<file path="src/rtl/alu_reg_sequencer.sv">
//==============================================================================
// Module      : alu_reg_sequencer
// Description : Issue/writeback sequencer for an external combinational ALU,
//               with a 4-entry register file, load-immediate and readout.
// Revision    : 1.0 - initial release
//==============================================================================
`default_nettype none

module alu_reg_sequencer #(
    parameter int              WIDTH      = 8,
    parameter logic [WIDTH-1:0] DIV0_VALUE = WIDTH'(8'hFF)
) (
    input  logic             clk,
    input  logic             reset,
    input  logic             instr_valid,
    output logic             instr_ready,
    input  logic [11:0]      instr,
    output logic [WIDTH-1:0] alu_a,
    output logic [WIDTH-1:0] alu_b,
    output logic [3:0]       alu_ctrl,
    input  logic [WIDTH-1:0] alu_result,
    output logic             out_valid,
    input  logic             out_ready,
    output logic [WIDTH-1:0] out_data,
    output logic             err_div0,
    output logic             err_illegal,
    input  logic [1:0]       dbg_sel,
    output logic [WIDTH-1:0] dbg_data
);

    typedef enum logic [1:0] {
        ST_IDLE = 2'd0,
        ST_EXEC = 2'd1,
        ST_OUT  = 2'd2
    } state_t;

    localparam logic [1:0] c_KIND_ALU = 2'b00;
    localparam logic [1:0] c_KIND_LDI = 2'b01;
    localparam logic [1:0] c_KIND_OUT = 2'b10;
    localparam logic [3:0] c_OP_DIV   = 4'b0011;

    state_t           r_state;
    state_t           w_next_state;
    logic [WIDTH-1:0] r_regs [4];
    logic [1:0]       r_rd;

    logic       w_accept;
    logic [1:0] w_kind;
    logic       w_div0;

    assign instr_ready = (r_state == ST_IDLE) && !reset;
    assign w_accept    = instr_valid && instr_ready;
    assign w_kind      = instr[11:10];
    // Divide-by-zero is judged on the operands actually presented to the ALU.
    assign w_div0      = (alu_ctrl == c_OP_DIV) && (alu_b == '0);
    assign dbg_data    = r_regs[dbg_sel];

    always_comb begin
        w_next_state = r_state;
        case (r_state)
            ST_IDLE: begin
                if (w_accept) begin
                    if (w_kind == c_KIND_ALU)
                        w_next_state = ST_EXEC;
                    else if (w_kind == c_KIND_OUT)
                        w_next_state = ST_OUT;
                end
            end
            ST_EXEC: w_next_state = ST_IDLE;
            ST_OUT: begin
                if (out_ready)
                    w_next_state = ST_IDLE;
            end
            default: w_next_state = ST_IDLE;
        endcase
    end

    always_ff @(posedge clk) begin
        if (reset)
            r_state <= ST_IDLE;
        else
            r_state <= w_next_state;
    end

    always_ff @(posedge clk) begin
        if (reset) begin
            for (int i = 0; i < 4; i++)
                r_regs[i] <= '0;
            r_rd        <= '0;
            alu_a       <= '0;
            alu_b       <= '0;
            alu_ctrl    <= '0;
            out_valid   <= 1'b0;
            out_data    <= '0;
            err_div0    <= 1'b0;
            err_illegal <= 1'b0;
        end else begin
            case (r_state)
                ST_IDLE: begin
                    if (w_accept) begin
                        case (w_kind)
                            c_KIND_ALU: begin
                                alu_a    <= r_regs[instr[3:2]];
                                alu_b    <= r_regs[instr[1:0]];
                                alu_ctrl <= instr[9:6];
                                r_rd     <= instr[5:4];
                            end
                            c_KIND_LDI: r_regs[instr[9:8]] <= WIDTH'(instr[7:0]);
                            c_KIND_OUT: begin
                                out_data  <= r_regs[instr[1:0]];
                                out_valid <= 1'b1;
                            end
                            default: err_illegal <= 1'b1;
                        endcase
                    end
                end
                ST_EXEC: begin
                    if (w_div0) begin
                        r_regs[r_rd] <= DIV0_VALUE;
                        err_div0     <= 1'b1;
                    end else begin
                        r_regs[r_rd] <= alu_result;
                    end
                end
                ST_OUT: begin
                    if (out_ready)
                        out_valid <= 1'b0;
                end
                default: ;
            endcase
        end
    end

endmodule

`default_nettype wire

</file>
<file path="config.mk">
export PLATFORM = sky130hd
export DESIGN_NAME = alu_reg_sequencer
export DESIGN_NICKNAME = d
export VERILOG_FILES = /design/src/rtl/alu_reg_sequencer.sv
export SDC_FILE = /design/constraint.sdc
export NUM_CORES = 1
export LEC_CHECK = 0
export ABC_AREA = 1
export BUFFER_PORTS_ARGS = -buffer_cell sky130_fd_sc_hd__buf_2
export CORE_MARGIN = 4
export CORE_UTILIZATION = 55
export DETAILED_ROUTE_END_ITERATION = 10
export PLACE_DENSITY = 0.8
export SYNTH_ARGS = -nofsm -noshare
export SYNTH_HDL_FRONTEND = slang
export SYNTH_SLANG_ARGS = --single-unit
</file>
<file path="constraint.sdc">
create_clock -name clk -period 5 [get_ports clk]
set_input_delay 0.5 -clock clk [delete_from_list [all_inputs] [get_ports clk]]
set_output_delay 0.5 -clock clk [all_outputs]
set_load 0.05 [all_outputs]
</file>
== Word level (Yosys, flattened, before mapping) ==
Memories as Yosys holds them, arrays and structs flattened. A register that Yosys moved wholly into a read port is not among the register bits.
Cells that the tools add are included.
Word-level totals
  word-level logic and storage cells: 68
  register bits after elaboration: 27
  input bits: 26
  output and inout bits: 40
  memory bits (writable): 32
  memories kept: 1
Memory list
  r_regs: words 4, width 8, read ports 3, clocked after memory_dff 1, wr ports 4, RTL line 44  | logic [WIDTH-1:0] r_regs [4];
Operators by class
  bitwise logic cells: 2
  equality and inequality tests: 9
  reductions and logical operators: 17
  mux-type cells: 31
Operators by type and width (count)
  2-to-1 mux 8 bit: 3
  2-to-1 mux 1 bit: 20
  OR reduction 8 bit: 2
  2-to-1 mux 2 bit: 6
  AND reduction 3 bit: 4
  zero test 8 bit: 1
  == test 2 x 1 -> 1 bit (second input constant): 2
  == test 2 bit (second input constant): 2
  == test 4 x 2 -> 1 bit (second input constant): 1
  zero test 2 bit: 2
  != test 2 bit (second input constant): 2
  one-hot mux 2 bit (2 select lines): 1
  AND reduction 4 bit: 1
  logical AND 1 bit: 3
  != test 3 x 1 -> 1 bit (second input constant): 1
  OR reduction 3 bit: 1
  != test 2 x 1 -> 1 bit (second input constant): 1
  one-hot mux 1 bit (2 select lines): 1
  AND reduction 2 bit: 1
  nonzero test 2 bit: 1
  zero test 1 bit: 1
  NOT 1 bit: 1
  bitwise OR 1 bit: 1

== Depth between registers and ports, before layout ==
Gate-level depths: netlist (run 1).
  depth after elaboration: 10
  gate-level depth with buffers: 8
  gate-level depth less buffers: 8

== Least setup slack after synthesis (run 1) ==
OpenSTA, ideal clock, no wires.
  path kind: in2out
  start: in dbg_sel[0]
  end: out dbg_data[6]
  arrival time: 1747 ps
  stages on the path: 4
  path buffers: 1
  required time: 4500 ps
  setup slack: 2753 ps
  cell sequence: clkinv_1 clkbuf_1 a21oi_1 a21oi_1
Between the ends
  word-level cells in the longest chain between the ends: 1
RTL lines
  start: declaration: RTL line 27  | input logic [1:0] dbg_sel,
  memory (4 x 8 bit)
  end: declaration: RTL line 28  | output logic [WIDTH-1:0] dbg_data
No other way between the ends.

== Worst setup path in the final report (run 1) ==
  start: in dbg_sel[0]
  end: out dbg_data[5]
Same word-level chain as after synthesis.

==> run metrics, run 1 <==
outcome finished, final reports clean; grt ovf 0; global-route wire length before repair 14.0 mm; Net Count, Synth approximately 470; data required time of the worst path 4.50 ns; Netlist cell types 25; Final setup viols 0; DIE AREA 0.00756 mm2; post_cts resized 0; CTS tree built; Rel. slew slack 0.487; Yosys reg bits between 60 and 70; maximum vdd drop 0.217 mV; Synth Area in Adders 0; Worst Tran Pin Value 0.767 ns; met3 wire length between 700 and 800 um; initial antenna violation count 0; setup TNS 0 ns; Worst Path Buf+Inv 3; Lkg Pwr 1.82 nW; GPL Wtd Cong just under 0.9; ant diodes 0; Mapped Area 0.00343 mm2; Async S/R FF share, synth 0; Avg Vias per Cell about 5.5; layout cells sized above 1 0.193; R2R Setup Slk 2.93 ns; Worst path depth 6; hpwl dp 6.47 mm; fmax 409 MHz; chip height 86.9 um; CTS clk-pin slew, worst paths 0.07 ns; EDFF count, synth 32; router iterations before antenna repair 5; startpoint types primary input; dpl ws 2.43 ns; Syn. warnings 0; row cnt 28; Post-DRT Antenna Nets 0; core area 0.00599 mm2; Max Clock Skew 0.00622 ns; CTS buffer count 9; Crit path arrival time 1.95 ns; CP peak stage delay 0.43 ns; largest delay contributor family on the critical path buffers and inverters; clock latency on the worst-skew pair ~0.34 ns; number of DRC markers in iteration 0 253; reg2reg start r_state[1]; Remaining DRCs 0; die width 86.9 um; wire length per cell 14.8 um; syn_area_per_cell about 7.6 um2; PwrDens ~320 mW/mm2; met2 WL post-DR 3.94 mm; Worst R2R End r_regs[3][5]; GRT Total Usage 0.239; Setup WS post-layout 2.55 ns; vias after detailed routing 3,222; clock root buffer clkbuf_8; Fill cells 525; max layer used met4; Tmin final about 2.4 ns; max_cap viols 0; Final Hold Fails 0; CP endpoint dbg_data[5]; gate count of the mapped netlist about 450; RSZ-0062 raised after global routing false; max-slew violations 0; maximum buffer depth of the clock tree 2; CP max-delay cell clkinv_1; hold buffers post-CTS 0; Crit. End Element output port; crit share post-route 0.489; largest net degree at the start of global routing 37; main combinational cell family by area after synthesis simple AND/OR/NAND/NOR gates; H-tree depth 3; FF-to-FF path depth 7; ys flop type dfxtp_1; Total Wirelength 8.64 mm; # Post-CTS Setup Buffers 0; Ports 66; Clock Sinks 67; Worst Path Max Fanout 19; mux cell area share after synthesis 0; register area share after synthesis 0.485; Min-Delay Path Class primary input to flip-flop; Metal-1 WL 3.74 mm; Post-layout nets roughly 530; Starting Density 0.572; crit path cell chain buf_2, clkinv_1, o21ai_0, a21oi_1, a21oi_1, buf_2; synth-to-layout area growth 14.6%; crit path from dbg_sel[0]; PortBufs 65; most common cell after layout, fill and taps aside nor2_1; number of global-route vias before repair around 3,000; Fin Hold WS 0.406 ns; Total Power between 0.001 and 0.0015 W; compound-gate portion of the synthesized area 0.184; Synth Area in XOR/XNOR 0; most frequent cells in the layout nor2_1, o21ai_0, buf_2, nand2_1, inv_1; critical path class primary input to output port; Synth Area in Simple Gates 0.247
==> stage by stage <==
stage	cells	area [um2]	utilization
floorplan	448	3430	-
global placement	567	3730	0.622
detailed placement	567	3730	0.622
CTS	583	3930	0.655
global route	583	3930	0.655
finish	583	3930	0.655
==> worst min path at each step <==
stage                     start     endpoint  slack, ns  cells past startpoint
floorplan               r_rd[1]      r_rd[1]       0.47                      2
detailed placement    out_valid    out_valid       0.46                      2
finish                 instr[4]      r_rd[0]       0.41                      3
global route           instr[5]      r_rd[1]       0.42                      3
CTS                    instr[5]      r_rd[1]       0.40                      3
global placement    err_illegal  err_illegal       0.45                      2
==> per-layer routing <==
layer,vias up,global-route usage
met4,0,0.113
li1,1585,-
met1,1457,0.317
met2,151,0.378
met5,-,0
met3,29,0.0407
==> kinds of logic after synthesis <==
kind of cell           count (synthesis)
flip-flops                            67
AND/OR/NAND/NOR                      196
AO/OA/AOI/OAI                        120
buffers and inverters                 65
==> worst register-to-register path, cell delays in order, from the launching register on <==
cell     delay, ns
dfxtp_1       0.35
inv_1         0.16
nand3_4       0.19
nand2_1       0.11
inv_1         0.06
a21oi_1       0.28
nand2_1       0.08
nor2_1        0.47
==> final cells by class <==
type / count / area, um2 / area share
repair buffers: 65 / 325 / 0.0829
inverters: 44 / 168 / 0.0427
clock buffers: 9 / 124 / 0.0315
multi-input cells: 316 / 1480 / 0.376
clock inverters: 7 / 76.3 / 0.0194
well taps: 75 / 93.8 / 0.0239
flip-flops and latches: 67 / 1660 / 0.423
==> cells in the mapped netlist (2+ instances only) <==
master | instances | area [um2]
o211ai_1 | 2 | 15.0
buf_2 | 9 | 45.0
o21ai_1 | 3 | 15.0
edfxtp_1 | 32 | 961
buf_6 | 4 | 45.0
o21ai_0 | 74 | 370
clkbuf_1 | 8 | 30.0
inv_2 | 2 | 7.51
nor2_1 | 108 | 405
a21oi_1 | 29 | 145
o22ai_1 | 11 | 68.8
nand2_2 | 2 | 12.5
nand2_1 | 61 | 229
nand3_1 | 12 | 60.1
inv_1 | 40 | 150
dfxtp_1 | 35 | 701
nor2_2 | 2 | 12.5
nor2_4 | 3 | 33.8
nand3_4 | 2 | 35.0
nand2_4 | 4 | 45.0
==> report_power, final <==
part / internal (W) / switching, W / total (W)
clock: 0.000233 / 0.000221 / 0.000455
combinational: 0.0000490 / 0.000140 / 0.000189
sequential: 0.000599 / 0.0000189 / 0.000618
==> state kept, by name (all words and copies together), names as in the netlist <==
name	count
err_div0	1
out_valid	1
out_data	8
alu_a	8
alu_ctrl	4
r_rd	2
r_state	2
alu_b	8
err_illegal	1
r_regs	32
No activity file was read; power rests on OpenSTA's default activity.
==> inputs of run 2 (changes only) <==
Settings changed: CORE_UTILIZATION 55 to 50, PLACE_DENSITY 0.8 to 0.77.
Clock period 5 ns to 2.01 ns, I/O delays scaled along.
==> run 2 against run 1 <==
  * Clock skew increased by 0.0033 ns
  * Clock power increased to 2.7 times the previous value
  * Largest cell class unchanged
  * Sequential cell count stayed put
==> run metrics, run 2 (synthesized netlist as in run 1, its figures left out) <==
startpoint types flip-flop; most frequent cells in the layout nor2_1, o21ai_0, buf_2, nand2_1, inv_1; clock latency on the worst-skew pair about 0.35 ns; max-slew violations 0; Lkg Pwr about 1.9 nW; CTS clk-pin slew, worst paths 0.07 ns; Internal 0.00231 W; global-route wire length before repair 15.3 mm; PortBufs 65; Total Wirelength 9.50 mm; largest net degree at the start of global routing 27; FF-to-FF path depth 9; hpwl dp roughly 7.0 mm; Tmin final between 1.5 and 2 ns; final std cells w/o fill between 500 and 600; sequential share of power 0.473; router iterations before antenna repair 5; reg2reg start r_state[0]; Worst Tran Pin Value 0.414 ns; Design Area, Final between 0.004 and 0.005 mm2; Max Clock Skew 0.00950 ns; hold_sp instr[4]; Sw Share 0.288; layout cells sized above 1 0.203; Largest Register r_regs; outcome finished, final reports clean; Remaining DRCs 0; GPL Wtd Cong 0.940; Ports 66; post_cts resized 0; critical path class flip-flop to flip-flop; R2R Setup Slk roughly 0.25 ns; Placed Cells 577; sink of the worst hold path r_rd[0]; Crit. End Element flip-flop; Fin Hold WS 0.0991 ns; vias after detailed routing 3,374; max reg flops 32; Post-DRT Antenna Nets 0; wire length per cell approximately 16 um; data required time of the worst path between 2 and 2.5 ns; Avg Vias per Cell 5.69; chip height 90.8 um; # Post-CTS Setup Buffers 0; CP peak stage delay between 0.3 and 0.4 ns; Min-Delay Path Class primary input to flip-flop; Starting Density 0.528; Final Hold Fails 0; WHS Path Cells 3; Fill cells between 500 and 600; crit share post-route 0.875; die width 90.8 um; Setup WS post-layout roughly 0.25 ns; ant diodes 0; Final setup viols 0; PwrDens 812 mW/mm2; P_sw about 0.00094 W; CP max-delay cell dfxtp_1; CTS tree built; row cnt 29; H-tree depth 3; initial antenna violation count 0; Worst Path Max Fanout 8; maximum vdd drop a little over 0.5 mV; crit path cell chain nor2_4, nand3_4, nor2_4, buf_4, nor2_1, nand2_1, nand2_1, nor2_1, buf_4; most common cell after layout, fill and taps aside nor2_1; RSZ-0062 raised after global routing false; Crit path arrival time 1.81 ns; maximum buffer depth of the clock tree 2; dpl ws 0.267 ns; Rel. slew slack 0.724; max_cap viols 0; Comb power frac 0.151; setup TNS 0 ns; Post-layout nets 537; core area 0.00649 mm2; number of global-route vias before repair 3,124; CTS buffer count 9; grt ovf 0; DIE AREA 0.00824 mm2; GRT Total Usage 0.234; DP Area 0.00379 mm2; clock root buffer clkbuf_8; synth-to-layout area growth 16.9%; Worst R2R End r_regs[3][7]; fmax 568 MHz; number of DRC markers in iteration 0 between 500 and 600; Clock Sinks 67; Clk pwr share 0.376; hold buffers post-CTS 0
[run 2: cell count changes in the layout (fill, tap and decap cells not counted), sizes merged]
cell | before | now
inv | 45 | 43
bufinv | 1 | 2
buf | 65 | 73
clkinv | 3 | 4
[run 2: power by group through the flow]
stage,clock network [W],logic (W),registers [W]
after CTS,0.00124,0.000486,0.00154
final,0.00122,0.000491,0.00154
after global placement,0,0.000476,0.00156
after global routing,0.00130,0.000532,0.00154
after detailed placement,0,0.000482,0.00157
after floorplan,0,0.000284,0.00162
[run 2: worst max-delay path: cells and delay by family (launching register included)]
kind | cells | cell delay, ns
buf+inv | 2 | 0.37
flops | 1 | 0.37
simple gates | 7 | 0.73
[run 2: stage by stage]
step                utilization  power, W
floorplan                     -   0.00190
global placement          0.583   0.00204
global route              0.617   0.00338
detailed placement        0.583   0.00205
finish                    0.617   0.00325
CTS                       0.617   0.00326
[run 2: worst max path at each step]
stage | start | to | cells after the start
3_3_place_gp | reset | r_regs[2][2] | 8
2_1_floorplan | r_state[0] | r_regs[3][0] | 8
5_1_grt | r_state[1] | r_regs[2][5] | 7
3_5_place_dp | reset | r_regs[1][6] | 8
4_1_cts | r_state[0] | r_regs[3][7] | 9
6_report | r_state[0] | r_regs[3][7] | 9
[run 2: cell type report]
cell class,count,area (um2),share of cell area
repair buffers,73,385,0.0962
well taps,77,96.3,0.0241
inverters,44,168,0.0419
flip-flops and latches,67,1660,0.415
clock inverters,7,92.6,0.0231
clock buffers,9,124,0.0309
multi-input cells,316,1480,0.369
[run 2: metal layers]
layer | wire length [um] | vias up | global-route usage
li1 | - | 1605 | -
met1 | 3910 | 1526 | 0.310
met2 | 4370 | 228 | 0.371
met3 | 1050 | 15 | 0.0608
met4 | 172 | 0 | 0.0842
met5 | 0 | - | 0
